--- src/rtl/exchange_scheduler.sv ---
// Replica-exchange sequencer for the parallel-tempering annealer.
// Streams replica energies, runs Metropolis tests, publishes swap commands.
package exchange_pkg;
  typedef enum logic [1:0] {
    NOP  = 2'd0,
    SELF = 2'd1,
    PREV = 2'd2,
    FOLW = 2'd3
  } exchange_command_t;
  typedef logic [22:0] total_data_t;
  localparam logic [3:0] dbeta = 4'd5;
endpackage

module exchange_scheduler
  import exchange_pkg::*;
#(
  parameter int replica_num = 32,
  parameter int addr_w = $clog2(replica_num)
) (
  input  logic                     clk,
  input  logic                     reset_n,
  input  logic                     start,
  output logic                     busy,
  output logic [addr_w-1:0]        e_addr,
  input  total_data_t              e_rdata,
  input  logic [26:0]              rnd_data,
  output logic                     rnd_ack,
  output logic [replica_num*2-1:0] cmd,
  output logic                     cmd_valid,
  output logic                     done,
  output logic                     phase
);

  typedef enum logic [1:0] {
    S_IDLE,
    S_RUN,
    S_DRAIN,
    S_DONE
  } state_t;

  state_t                   r_state;
  state_t                   w_next;
  logic [addr_w-1:0]        r_addr;
  logic [addr_w-1:0]        r_ridx;
  logic [addr_w-1:0]        w_lo;
  logic                     r_rvalid;
  logic                     r_par;
  logic                     r_phase;
  logic                     r_cmd_valid;
  total_data_t              r_eprev;
  logic [replica_num*2-1:0] r_cmd;
  logic [23:0]              w_diff;
  logic [26:0]              w_prod;
  logic                     w_pos;
  logic                     w_cmp;
  logic                     w_acc;
  logic                     w_start;
  logic                     w_last;

  assign w_start = (r_state == S_IDLE) && start;
  assign w_last  = (r_addr == addr_w'(replica_num - 1));

  // Next-state sequencing of one exchange run
  always_comb begin
    w_next = r_state;
    unique case (r_state)
      S_IDLE:  if (start) w_next = S_RUN;
      S_RUN:   if (w_last) w_next = S_DRAIN;
      S_DRAIN: w_next = S_DONE;
      S_DONE:  w_next = S_IDLE;
      default: w_next = S_IDLE;
    endcase
  end

  // State register
  always_ff @(posedge clk) begin
    if (!reset_n) r_state <= S_IDLE;
    else          r_state <= w_next;
  end

  // Metropolis test on the pair whose upper member arrives this cycle
  always_comb begin
    w_lo    = r_ridx - addr_w'(1);
    w_cmp   = r_rvalid && (r_ridx[0] != r_phase) && (r_ridx != '0);
    w_diff  = {1'b0, r_eprev} - {1'b0, e_rdata};
    w_pos   = !w_diff[23] && (w_diff != '0);
    w_prod  = {4'b0, w_diff[22:0]} * {23'b0, dbeta};
    w_acc   = !w_pos || (w_prod <= rnd_data);
    rnd_ack = w_cmp && w_pos;
  end

  // Address counter, read tracking, parity and command registers
  always_ff @(posedge clk) begin
    if (!reset_n) begin
      r_addr      <= '0;
      r_ridx      <= '0;
      r_rvalid    <= 1'b0;
      r_eprev     <= '0;
      r_par       <= 1'b0;
      r_phase     <= 1'b0;
      r_cmd_valid <= 1'b0;
      r_cmd       <= '0;
    end else begin
      r_rvalid <= (r_state == S_RUN);
      r_ridx   <= r_addr;
      if (r_rvalid) r_eprev <= e_rdata;
      if (w_start) begin
        r_addr      <= '0;
        r_phase     <= r_par;
        r_cmd       <= {replica_num{SELF}};
        r_cmd_valid <= 1'b0;
      end else if (r_state == S_RUN && !w_last) begin
        r_addr <= r_addr + addr_w'(1);
      end else if (r_state == S_DONE) begin
        r_addr <= '0;
      end
      if (r_state == S_DRAIN) r_cmd_valid <= 1'b1;
      if (r_state == S_DONE)  r_par <= ~r_par;
      if (w_cmp && w_acc) begin
        r_cmd[{w_lo, 1'b0} +: 2]   <= FOLW;
        r_cmd[{r_ridx, 1'b0} +: 2] <= PREV;
      end
    end
  end

  assign busy      = (r_state != S_IDLE);
  assign done      = (r_state == S_DONE);
  assign e_addr    = r_addr;
  assign cmd       = r_cmd;
  assign cmd_valid = r_cmd_valid;
  assign phase     = r_phase;

endmodule

--- config.mk ---
export PLATFORM = sky130hd
export DESIGN_NAME = exchange_scheduler
export DESIGN_NICKNAME = d
export VERILOG_FILES = /design/src/rtl/exchange_scheduler.sv
export SDC_FILE = /design/constraint.sdc
export NUM_CORES = 1
export LEC_CHECK = 0
export BUFFER_PORTS_ARGS = -buffer_cell sky130_fd_sc_hd__buf_2
export CAP_MARGIN = 10
export CORE_MARGIN = 2
export CORE_UTILIZATION = 50
export CTS_BUF_LIST = sky130_fd_sc_hd__clkbuf_4 sky130_fd_sc_hd__clkbuf_8
export DETAILED_ROUTE_END_ITERATION = 10
export PLACE_DENSITY_LB_ADDON = 0.25
export RECOVER_POWER = 25
export SLEW_MARGIN = 20
export SYNTH_ARGS = -nofsm -noshare
export SYNTH_HDL_FRONTEND = slang
export SYNTH_SLANG_ARGS = --single-unit
--- constraint.sdc ---
create_clock -name clk -period 11.3 [get_ports clk]
set_clock_uncertainty 0.2 [all_clocks]
set_input_delay 1.695 -clock clk [delete_from_list [all_inputs] [get_ports clk]]
set_output_delay 1.695 -clock clk [all_outputs]
set_load 0.1 [all_outputs]
==> metrics <==
final core occ=0.574; CP max FO=29; largest net degree at the start of global routing=35; worst path arrival time=9.75 ns; drt pass-1 iters=5; Mapped Area=7740 sq um; fmax=103 MHz; Die Wd=128 um; share of flip-flops with an asynchronous set or reset=0; wire per inst=16.0 um; CP endpoint kind=flip-flop; gr usage total=0.239; Slew headroom=0.188; sequential-to-total area share from yosys stat=0.266; Clock Tree Root=clkbuf_8; Crit Path Category=input pin to flip-flop; CTS clk-pin slew, worst paths=0.10 ns; Seq pwr share=0.205; First DRT Iteration DRCs=553; xor/xnor share of the synthesized area=0.0464; Die Footprint=16,500 sq um; DRC violations left=0; via count=7,323; Top FF cell, synth=dfxtp_1; Final HPWL DP=15.0 mm; initial antenna violation count=1; Hold Vio Cnt, Final=0; VDD IR-drop max=0.291 mV; Synth Instances=934; antenna-violating nets left=0; Pint=1.09 mW; CTS resizes=0; largest family of logic cells by synthesized area=compound AO/OA/AOI/OAI gates; switching portion of total power=0.507; Starting Density=0.511; share of layout cells above drive strength 1=0.128; maximum clock insertion buffer count=2; Crit-path slowest cell=or2_1; IO buf count=126; mux contribution to synthesized area=0.0365; cts bufs inserted=9; worst-margin pin slew=1.22 ns; Yosys Warn Count=0; crit-path max cell delay=0.76 ns; syn nets=1,094; antenna cells=0; nets=1,203; most used cell, CP=ha_1; RD Place Congestion=0.897; commonest non-fill, non-tap cells in the layout=105 x ha_1, 103 x dfxtp_1, 92 x buf_2, 91 x nor2_1, 68 x inv_1; crit start category=input pin; power share of the clock group=0.122; final WL=19.7 mm; status=finished clean; crit share post-route=0.857; Logic pwr share=0.673; Power Dens Cells=254 nW/um^2; row cnt=45; Post-CTS Setup Bufs=0; first-pass GRT wire length=32.3 mm; Remaining Overflow, GRT=0; unrepaired setup endpoints after global routing=false; vias in the first global route=6,681; Vias/cell=5.92; # IOs=127; P&R area growth vs syn=12.4%; die height=128 um; P_sw=1.12 mW; syn_area_per_cell=8.29 sq um; Synth Register Bits=103; hold_buf cts=0; Hold WC Path Type=flip-flop to flip-flop; number of enable flip-flop cells after synthesis=0; Post-Synth Adder-Cell Area=0.175; simple-gate share of the synthesized area=0.193; sum of negative setup slack=0 ns; Period minus WS final=9.68 ns; CTS Sinks=103; Synth cell types=71; TritonCTS clock tree=done; leak pwr=3.93 nW; max cap viols=0; most common cell after layout, fill and taps aside=ha_1; pins over their slew limit=0; CP required=11.36 ns; area of the core=15,100 sq um; CTS HTree Levels=3; Clk Latency, worst-skew pair=0.37 ns; # setup viols final=0; Compound-Gate Fraction of Synth Area=0.229
-- synth_stat cells (18+ instances only) --
cell type / number / area (sq um)
inv_1: 68 / 255
a311oi_1: 22 / 193
xnor2_1: 28 / 245
nor3_1: 54 / 270
a22o_1: 31 / 272
o22ai_1: 31 / 194
ha_1: 105 / 1310
dfxtp_1: 103 / 2060
o21ai_0: 28 / 140
a21o_1: 18 / 135
clkbuf_1: 25 / 93.8
a21oi_1: 49 / 245
mux2i_1: 26 / 260
nor2_1: 93 / 349
nand2_1: 61 / 229
-- cells by family after synthesis --
family | count (synthesis)
DFF | 103
adders and majority gates | 107
muxes | 28
xor gates and xnor gates | 41
buffers and inverters | 104
and+or+nand+nor | 303
AOI/OAI and AO/OA | 248
-- worst paths after layout --
kind / start / endpoint / slack (ns) / cells after the start
worst max-delay path: e_rdata[3] / cmd[50] / 1.62 / 29
worst min register to register: r_par / phase / 0.28 / 2
worst max register to register: r_eprev[3] / cmd[50] / 2.74 / 27
worst min-delay path: r_par / phase / 0.28 / 2
-- layout make-up --
type / count / area [sq um]
Sequential cell: 103 / 2060
Clock buffer: 10 / 138
Multi-Input combinational cell: 727 / 5270
Tap cell: 188 / 235
Timing Repair Buffer: 133 / 641
Fill cell: 1473 / 6450
Clock inverter: 6 / 100
Inverter: 69 / 259
-- flip-flops by register name, summed over array words and instances, names as in the netlist --
name       cells
cmd_valid      1
r_par          1
r_rvalid       1
phase          1
r_state        2
e_addr         5
r_ridx         5
cmd           64
r_eprev       23
-- per-stage QoR --
step / cell area (sq um) / setup WS, ns / hold WS, ns / std cells / total power, mW
finish: 8700 / 1.62 / 0.279 / 1236 / 2.21
global route: 8700 / 1.05 / 0.304 / 1236 / 2.41
CTS: 8740 / 1.75 / 0.275 / 1236 / 2.21
detailed placement: 8500 / 1.36 / 0.257 / 1220 / 1.94
global placement: 8500 / 1.65 / 0.255 / 1220 / 1.93
floorplan: 7740 / 2.94 / 0.244 / 934 / 1.67
-- power by group through the flow --
| stage | Sequential (mW) | Clock, mW | Combinational [mW] |
|---|---|---|---|
| global placement | 0.461 | 0 | 1.46 |
| CTS | 0.453 | 0.274 | 1.49 |
| detailed placement | 0.461 | 0 | 1.48 |
| global route | 0.460 | 0.290 | 1.66 |
| floorplan | 0.713 | 0 | 0.960 |
| finish | 0.454 | 0.270 | 1.49 |
-- worst max-delay path, delay by kind of cell --
| kind | cells | cell delay, ns |
|---|---|---|
| fa+ha+maj | 4 | 1.27 |
| xor+xnor | 1 | 0.36 |
| simple gates | 11 | 3.43 |
| compound gates | 11 | 2.85 |
| buf+inv | 2 | 0.13 |
-- layer usage --
layer / global-route usage / part of all wire / vias to the layer above
li1: - / - / 3650
met1: 0.351 / 0.49 / 3421
met2: 0.359 / 0.43 / 234
met3: 0.0528 / 0.073 / 16
met4: 0.0504 / 0.0090 / 2
met5: 0 / 0.00066 / -
No activity file was read; power rests on OpenSTA's default activity.
